[config.mk]
export PLATFORM = sky130hd
export DESIGN_NAME = seq_chunk_adder
export DESIGN_NICKNAME = d
export VERILOG_FILES = /design/src/rtl/seq_chunk_adder.sv
export SDC_FILE = /design/constraint.sdc
export NUM_CORES = 1
export LEC_CHECK = 0
export ABC_CLOCK_PERIOD_IN_PS = 8100
export CAP_MARGIN = 40
export CORE_MARGIN = 3
export CORE_UTILIZATION = 57
export DETAILED_ROUTE_END_ITERATION = 7
export PLACE_DENSITY = 0.95
export SKIP_LAST_GASP = 1
export SLEW_MARGIN = 20
export SYNTH_ARGS = -nofsm -noshare
export SYNTH_HDL_FRONTEND = slang
export SYNTH_SLANG_ARGS = --single-unit
[constraint.sdc]
create_clock -name clk -period 8.1 [get_ports clk]
set_input_delay 1.62 -clock clk [delete_from_list [all_inputs] [get_ports clk]]
set_output_delay 1.62 -clock clk [all_outputs]
set_load 0.1 [all_outputs]
[src/rtl/seq_chunk_adder.sv]
// seq_chunk_adder: multi-cycle adder/subtractor that processes CHUNK bits per clock,
// rippling the carry between chunks through a register.
module seq_chunk_adder #(
    parameter int unsigned WIDTH = 32,
    parameter int unsigned CHUNK = 8
) (
    input  logic             clk,
    input  logic             rst_n,
    input  logic             in_valid,
    output logic             in_ready,
    input  logic [WIDTH-1:0] a,
    input  logic [WIDTH-1:0] b,
    input  logic             c_in,
    input  logic             sub,
    output logic             out_valid,
    input  logic             out_ready,
    output logic [WIDTH-1:0] sum,
    output logic             carry_out,
    output logic             overflow
);

    localparam int unsigned N     = WIDTH / CHUNK;
    localparam int unsigned IDX_W = (N > 1) ? $clog2(N) : 1;
    localparam logic [WIDTH-1:0] CHUNK_MASK = WIDTH'({CHUNK{1'b1}});

    // Operand width must split into whole chunks
    if (WIDTH % CHUNK != 0) begin : g_bad_chunk
        $error("seq_chunk_adder: WIDTH must be a multiple of CHUNK");
    end

    typedef enum logic [1:0] {
        IDLE,
        RUN,
        DONE
    } state_t;

    state_t             state_q;
    state_t             state_d;
    logic [WIDTH-1:0]   a_q;
    logic [WIDTH-1:0]   b_q;
    logic [WIDTH-1:0]   res_q;
    logic [WIDTH-1:0]   res_c;
    logic               carry_q;
    logic [IDX_W-1:0]   idx_q;
    logic [31:0]        base_c;
    logic [CHUNK-1:0]   a_chunk_c;
    logic [CHUNK-1:0]   b_chunk_c;
    logic [CHUNK-1:0]   s_chunk_c;
    logic               c_chunk_c;
    logic               accept_c;
    logic               last_c;

    assign accept_c = in_valid && in_ready;
    assign last_c   = (idx_q == IDX_W'(N - 1));

    // State register
    always_ff @(posedge clk or negedge rst_n) begin
        if (!rst_n) begin
            state_q <= IDLE;
        end else begin
            state_q <= state_d;
        end
    end

    // Next-state logic
    always_comb begin
        state_d = state_q;
        case (state_q)
            IDLE: if (accept_c) state_d = RUN;
            RUN:  if (last_c)   state_d = DONE;
            DONE: if (out_ready) state_d = IDLE;
            default: state_d = IDLE;
        endcase
    end

    // Handshake outputs registered from the next state
    always_ff @(posedge clk or negedge rst_n) begin
        if (!rst_n) begin
            in_ready  <= 1'b0;
            out_valid <= 1'b0;
        end else begin
            in_ready  <= (state_d == IDLE);
            out_valid <= (state_d == DONE);
        end
    end

    // One chunk of the addition, selected by the chunk index
    always_comb begin
        base_c    = 32'(idx_q) * CHUNK;
        a_chunk_c = CHUNK'(a_q >> base_c);
        b_chunk_c = CHUNK'(b_q >> base_c);
        {c_chunk_c, s_chunk_c} = (CHUNK + 1)'(a_chunk_c) + (CHUNK + 1)'(b_chunk_c)
                               + (CHUNK + 1)'(carry_q);
        res_c = (res_q & ~(CHUNK_MASK << base_c)) | (WIDTH'(s_chunk_c) << base_c);
    end

    // Operand capture, chunk accumulation and result load
    always_ff @(posedge clk or negedge rst_n) begin
        if (!rst_n) begin
            a_q       <= '0;
            b_q       <= '0;
            res_q     <= '0;
            carry_q   <= 1'b0;
            idx_q     <= '0;
            sum       <= '0;
            carry_out <= 1'b0;
            overflow  <= 1'b0;
        end else begin
            case (state_q)
                IDLE: begin
                    if (accept_c) begin
                        a_q     <= a;
                        b_q     <= sub ? ~b : b;
                        carry_q <= sub ? 1'b1 : c_in;
                        idx_q   <= '0;
                    end
                end
                RUN: begin
                    res_q   <= res_c;
                    carry_q <= c_chunk_c;
                    idx_q   <= last_c ? '0 : idx_q + IDX_W'(1);
                    if (last_c) begin
                        sum       <= res_c;
                        carry_out <= c_chunk_c;
                        overflow  <= (a_q[WIDTH-1] == b_q[WIDTH-1])
                                  && (res_c[WIDTH-1] != a_q[WIDTH-1]);
                    end
                end
                default: ;
            endcase
        end
    end

endmodule

Yosys cells after proc, flatten, opt, wreduce, memory -nomap -nowiden. Index checks and enable logic that the tools add are counted. Widths: inputs -> output; s select.

Multiplexer cells: 11. Shifts and indexed selects: 4. Add/subtract/negate cells: 3. Equality and inequality tests: 7. Bitwise logic cells: 4. Reductions and logical operators: 8.

Operator list (count): $not 32->32 (2); $shr 32x5->8 (2); $and 32x32->32 (1); $mux 32 (1); $or 32x32->32 (1); $shl 8x5->32 (1); $shl 8x5->32 const A (1); $mux 2 (5); $add 8x8->9 (1); $add 9x1->9 (1); $eq 2x2->1 const B (3); $pmux 2 s3 (1); $reduce_and 2->1 (3); $logic_not 2->1 (2); $pmux 2 s2 (1); $add 2x1->2 const B (1); $eq 2x1->1 const B (1); $logic_and 1x1->1 (2); $mux 1 (2); $ne 2x2->1 const B (1); $pmux 1 s2 (1); $reduce_bool 2->1 (1); $eq 1x1->1 (1); $ne 1x1->1 (1).

Input bits: 70. Output and inout port bits: 36. Bits in registers: 137.

Longest topological paths before layout. Gate-level depths: netlist (run 1).

Word-level depth: 7. Depth in mapped cells: 12. Gate-level depth less buffers: 11.

Worst setup path after synthesis (run 1). OpenSTA, ideal clock, no wires.

Path kind: flip-flop to flip-flop. Start point: register idx_q[0]. End point: register sum[14]. Setup time: 0.130 ns. Data required time: 7.970 ns. Buffers on the path: 2. Period minus slack after synthesis: 3.120 ns. Data arrival time: 2.990 ns. Stages on the path, launching flop included: 11. Setup slack: 4.980 ns. Cell sequence: dfrtp_1 > clkbuf_1 > buf_2 > mux4_2 > fa_1 > a21o_1 > a21oi_1 > o21bai_1 > a21oi_2 > xor2_1 > o31ai_1.

Word-level cells in the longest chain between the ends: 5. Elaborated cells between the ends (all ways): 11. Those cells by class: 2 x add/sub; 1 x eq/ne; 4 x shift; 3 x bitwise; 1 x reduce/logical.

Ends and longest elaborated chain: start: declaration (RTL line 44) `logic [IDX_W-1:0] idx_q;`; start signal: assignment (RTL line 121) `idx_q <= last_c ? '0 : idx_q + IDX_W'(1);`; $shr 32x5->8, on equally long branches (RTL line 90, 91); $add 8x8->9 (RTL line 92) `{c_chunk_c, s_chunk_c} = (CHUNK + 1)'(a_chunk_c) + (CHUNK + 1)'(b_chunk_c)`; $add 9x1->9 (RTL line 93) `+ (CHUNK + 1)'(carry_q);`; $shl 8x5->32 (RTL line 94) `res_c = (res_q & ~(CHUNK_MASK << base_c)) | (WIDTH'(s_chunk_c) << base_c);`; $or 32x32->32 (RTL line 94); end signal: assignment (RTL line 123) `sum <= res_c;`; end: declaration (RTL line 17) `output logic [WIDTH-1:0] sum,`.

Parallel ways exist; a longest one is shown, timed or not. A chain may end at the register's enable or synchronous reset.

Worst setup path in the final report (run 1).
Start point: register idx_q[0]. End point: register sum[22].

The elaborated chain is that of the path after synthesis.

==> results.sh, run 1 <==
export IMPL_path_clk_slew_ps=70
export IMPL_synth_top_area_share=0.535
export IMPL_critical_path_class="reg2reg"
export IMPL_tightest_slew_ps=863
export IMPL_dpl_cell_count=834
export IMPL_timing_setup_tns_ps=0
export IMPL_syn2layout_area_growth_pct=38.1
export IMPL_num_io_pins=106
export IMPL_grt_max_degree=67
export IMPL_final_layout_size_suffix_gt1_frac=0.143
export IMPL_drc=0
export IMPL_dieArea_sq_um=11900
export IMPL_endpoint_kind="register"
export IMPL_hold_buffers=0
export IMPL_start_util=0.586
export IMPL_synthArstFlopShare=1.00
export IMPL_yosys_area_share_simple=0.132
export IMPL_num_vias=5221
export IMPL_fmaxAchievable_ghz=0.266
export IMPL_synth_edf_count=0
export IMPL_worstPathRequired_ps=8490
export IMPL_rows=37
export IMPL_fp_dieH_um=109
export IMPL_wl_per_cell_um=19.9
export IMPL_cts_buffers=17
export IMPL_finalNonFillerCells=868
export IMPL_clock_skew_final_ps=7.63
export IMPL_regToRegSetupSlack_ps=4330
export IMPL_dp_hpwl_um=11700
export IMPL_synth_main_ff_cell="dfrtp_1"
export IMPL_synth_cells=587
export IMPL_period_share=0.465
export IMPL_synth_seq_cells=130
export IMPL_ant_nets=0
export IMPL_fillers=569
export IMPL_cts_tree="built"
export IMPL_drtPass1Iterations=5
export IMPL_seq_area_frac_synth=0.535
export IMPL_cts_buffer_depth=2
export IMPL_cts_repair_resized=0
export IMPL_hold_path_class="reg2reg"
export IMPL_setup_viol_count_final=0
export IMPL_clkSinkCount=130
export IMPL_clkLatencyLatePin_ps=530
export IMPL_yosysWarnings=0
export IMPL_ys_top_cells_by_area="dfrtp_1, nand2_1, mux4_2, xnor2_1, a22o_1"
export IMPL_grt_pass1_wl_um=27100
export IMPL_synthMuxAreaShare=0.0593
export IMPL_yosysTopAreaCell="dfrtp_1"
export IMPL_synth_compound_area_frac=0.153
export IMPL_rsz0062_at_grt="false"
export IMPL_slew_headroom=0.420
export IMPL_synth_top_family_by_area="compound AO/OA/AOI/OAI gates"
export IMPL_antenna_found_initial=0
export IMPL_period_needed_ps=3770
export IMPL_vias_per_cell=6.01
export IMPL_grt_pass1_vias=5317
export IMPL_fin_nets=802
export IMPL_ys_types=37
export IMPL_synthAdderAreaFrac=0.0292
export IMPL_grt_usage=0.305
export IMPL_cts_max_level=4
export IMPL_drt_total_wl_um=17300
export IMPL_synth_fp_nets=670
export IMPL_start_kind="register"
export IMPL_fp_dieW_um=109
export IMPL_postCtsSetupRepairBufs=0
export IMPL_synthesis_area_sq_um=6080
export IMPL_drtIter0Drc=565
export IMPL_clockRootBuffer="clkbuf_8"
export IMPL_io_buffers=105
export IMPL_gp_congestion=0.861
export IMPL_maxCapViolCount=0
export IMPL_drv_slew=0
export IMPL_overflow=0
export IMPL_crit_arrival_ps=4150
export IMPL_avgSynthCellArea_sq_um=10.4
export IMPL_synthXorXnorAreaFrac=0.0587
export IMPL_crit_path_max_fanout=19
export IMPL_diodes=0
export IMPL_core_sq_um=10400
export IMPL_finalHoldViolCount=0
export IMPL_outcome="finished, final reports clean"
==> path summary, 6_finish.rpt <==
check	start	endpoint	cells past startpoint
hold / removal	a_q[18]	a_q[18]	2
setup / recovery	idx_q[0]	sum[22]	12
min in group asynchronous	rst_n	a_q[17]	1
max in group asynchronous	rst_n	b_q[0]	3
hold reg to reg	a_q[18]	a_q[18]	2
setup reg to reg	idx_q[0]	sum[22]	12
==> flip-flops by register name (all words and copies together), names as in the netlist, 2 cells and up <==
name	count
res_q	25
state_q	2
sum	32
idx_q	2
a_q	32
b_q	32
==> through the flow <==
stage	setup slack, ps	area (sq um)	hold slack, ps	util
after detailed placement	4580	7780	461	0.750
after global placement	4580	7180	454	0.692
after floorplan	4980	6080	440	-
after CTS	4410	8360	481	0.806
after global routing	4130	8400	505	0.810
final	4330	8400	478	0.810
==> logic make-up after synthesis <==
family | count (synthesis)
buffers and inverters | 48
AOI/OAI and AO/OA | 137
adders and majority gates | 13
and+or+nand+nor | 204
xor gates and xnor gates | 39
muxes | 16
DFF | 130
==> area by class of cell <==
type                    instances  area (sq um)  share of cell area
repair buffers                150          1710               0.203
clock inverters                15           166              0.0198
flip-flops and latches        130          3250               0.387
well taps                     136           170              0.0203
multi-input cells             409          2640               0.315
clock buffers                  17           414              0.0493
inverters                      11          41.3             0.00492
==> worst max-delay path, cell delays in order, from the launching register on <==
cell and delay, ps:
dfrtp_1 530, buf_4 410, mux4_2 570, inv_1 100, fa_1 190, inv_1 60, fa_1 400, a21o_1 170
a21oi_1 310, o21bai_1 130, a21oi_2 200, xor2_1 400, o31ai_1 160
==> placed cells by master (no fill, tap or decap), types with 6 or more instances in the layout <==
master	instances
mux4_2	16
a21oi_1	22
a221oi_1	12
xnor2_1	35
o21ai_0	47
clkdlybuf4s50_1	103
nand2_1	161
ha_1	11
dfrtp_1	130
clkbuf_16	16
buf_8	37
a22oi_1	6
inv_1	11
nor2_1	26
o31ai_1	7
a22o_1	27
==> Yosys cell counts, types with 6 or more instances <==
cell type,instances
ha_1,11
a21oi_1,22
mux4_2,16
o31ai_1,7
nor2_1,26
clkbuf_1,25
a22oi_1,6
dfrtp_1,130
a221oi_1,12
buf_2,7
nand2_1,161
a22o_1,27
o21ai_0,47
inv_1,11
xnor2_1,35
==> routing by layer <==
layer,global-route usage,vias to the layer above,wire length (um)
met5,0,-,0
li1,-,2289,-
met4,0.146,0,661
met2,0.534,359,9180
met1,0.353,2503,6120
met3,0.0693,70,1310
Power of run 1 is not shown: default switching activity piles up to over one toggle a cycle in this logic, so the estimate is an artifact.
==> inputs of run 2 (changes only) <==
Settings changed: ABC_CLOCK_PERIOD_IN_PS 8100 to 3900, CORE_UTILIZATION 57 to 53, PLACE_DENSITY 0.95 to 0.9.
Clock period 8.1 ns to 3.9 ns, I/O delays scaled along.
==> run 2 against run 1 <==
Cell count increased by 0.81%; clock skew increased by 5.3 ps; maximum frequency increased by 5.0%; utilization decreased by 4.2 points; largest cell class unchanged; highest routed layer unchanged.
==> results.sh, run 2 (synthesis results as in run 1) <==
export IMPL_outcome="finished, final reports clean"
export IMPL_drtPass1Iterations=5
export IMPL_reg_top3="a_q x32, b_q x32, sum x32"
export IMPL_start_kind="register"
export IMPL_fillers=688
export IMPL_grt_pass1_wl_um=27100
export IMPL_clock_skew_final_ps=12.9
export IMPL_final_area_sq_um=8470
export IMPL_path_clk_slew_ps=60
export IMPL_rsz0062_at_grt="false"
export IMPL_num_vias=5107
export IMPL_hold_buffers=0
export IMPL_slew_headroom=0.463
export IMPL_period_share=0.920
export IMPL_placed_cell_area_sq_um=7840
export IMPL_cts_repair_resized=0
export IMPL_postCtsSetupRepairBufs=0
export IMPL_met3_usage=0.0620
export IMPL_r2r_start="idx_q[0]"
export IMPL_clkLatencyLatePin_ps=420
export IMPL_worstPathRequired_ps=4190
export IMPL_syn2layout_area_growth_pct=39.3
export IMPL_clkSinkCount=130
export IMPL_worstSetupStartpoint="idx_q[0]"
export IMPL_regArea_sq_um=3250
export IMPL_antenna_found_initial=0
export IMPL_grt_pass1_vias=5431
export IMPL_rows=38
export IMPL_maxCapViolCount=0
export IMPL_wl_per_cell_um=18.7
export IMPL_dpl_cell_count=842
export IMPL_core_sq_um=11000
export IMPL_dieArea_sq_um=12800
export IMPL_period_needed_ps=3590
export IMPL_cts_buffer_depth=2
export IMPL_overflow=0
export IMPL_dp_hpwl_um=11600
export IMPL_most_common_layout_cells="nand2_1, dfrtp_1, clkdlybuf4s50_1"
export IMPL_grt_use_met2=0.478
export IMPL_fp_dieH_um=113
export IMPL_cts_tree="built"
export IMPL_fin_nets=805
export IMPL_fp_dieW_um=113
export IMPL_num_io_pins=106
export IMPL_crit_path_max_fanout=15
export IMPL_final_common_cell="nand2_1"
export IMPL_endpoint_kind="register"
export IMPL_ant_nets=0
export IMPL_grt_util_met1=0.326
export IMPL_setup_viol_count_final=0
export IMPL_cts_max_level=4
export IMPL_diodes=0
export IMPL_vias_per_cell=5.84
export IMPL_crit_arrival_ps=3870
export IMPL_io_buffers=105
export IMPL_finalNonFillerCells=875
export IMPL_cts_buffers=17
export IMPL_finalHoldViolCount=0
export IMPL_critical_path_class="reg2reg"
export IMPL_multi_input_area_sq_um=2640
export IMPL_fmaxAchievable_ghz=0.279
export IMPL_grt_max_degree=62
export IMPL_hold_path_class="in2async"
export IMPL_drt_total_wl_um=16400
export IMPL_drv_slew=0
export IMPL_clockRootBuffer="clkbuf_16"
export IMPL_tightest_slew_ps=802
export IMPL_grt_usage=0.273
export IMPL_drtIter0Drc=494
export IMPL_drc=0
export IMPL_start_util=0.551
export IMPL_final_layout_size_suffix_gt1_frac=0.147
export IMPL_gr_max_usage_layer="met2"
export IMPL_fin_util=0.768
export IMPL_timing_setup_tns_ps=0
export IMPL_gp_congestion=0.888
-- run 2: cell type report --
type,count,share of cell area
clock buffer,19,0.0535
clock inverter,13,0.0188
multi-input combinational,409,0.312
inverter,11,0.00488
timing repair buffer,153,0.206
sequential,130,0.384
tap,140,0.0207
-- run 2: critical path, stage by stage (launching register included) --
cell and delay, ps:
dfrtp_1 710, buf_4 380, mux4_2 590, fa_1 480, a21o_1 180, a21oi_1 300, o21bai_1 130, a21oi_2 210
xor2_1 350, o31ai_1 140
-- run 2: per-stage QoR --
stage	setup slack, ps	hold WS, ps
detailed placement	398	466
floorplan	780	440
global route	75.0	411
global placement	556	462
CTS	330	383
finish	313	370
-- run 2: path summary, 6_finish.rpt --
kind                            slack [ps]  endpoint  cells past startpoint
min in group clk                       480  res_q[0]                      2
worst min-delay path                   370    sum[2]                      1
worst max register to register         310   sum[14]                      9
worst min register to register         480  res_q[0]                      2
worst max-delay path                   310   sum[14]                      9
max in group asynchronous             2750   sum[12]                      2
-- run 2: metal layers --
layer | part of all wire | wire length (um)
met5 | 0 | 0
met4 | 0.025 | 403
met3 | 0.064 | 1060
met2 | 0.53 | 8730
met1 | 0.38 | 6190
Power of run 2 is left out for the same reason.
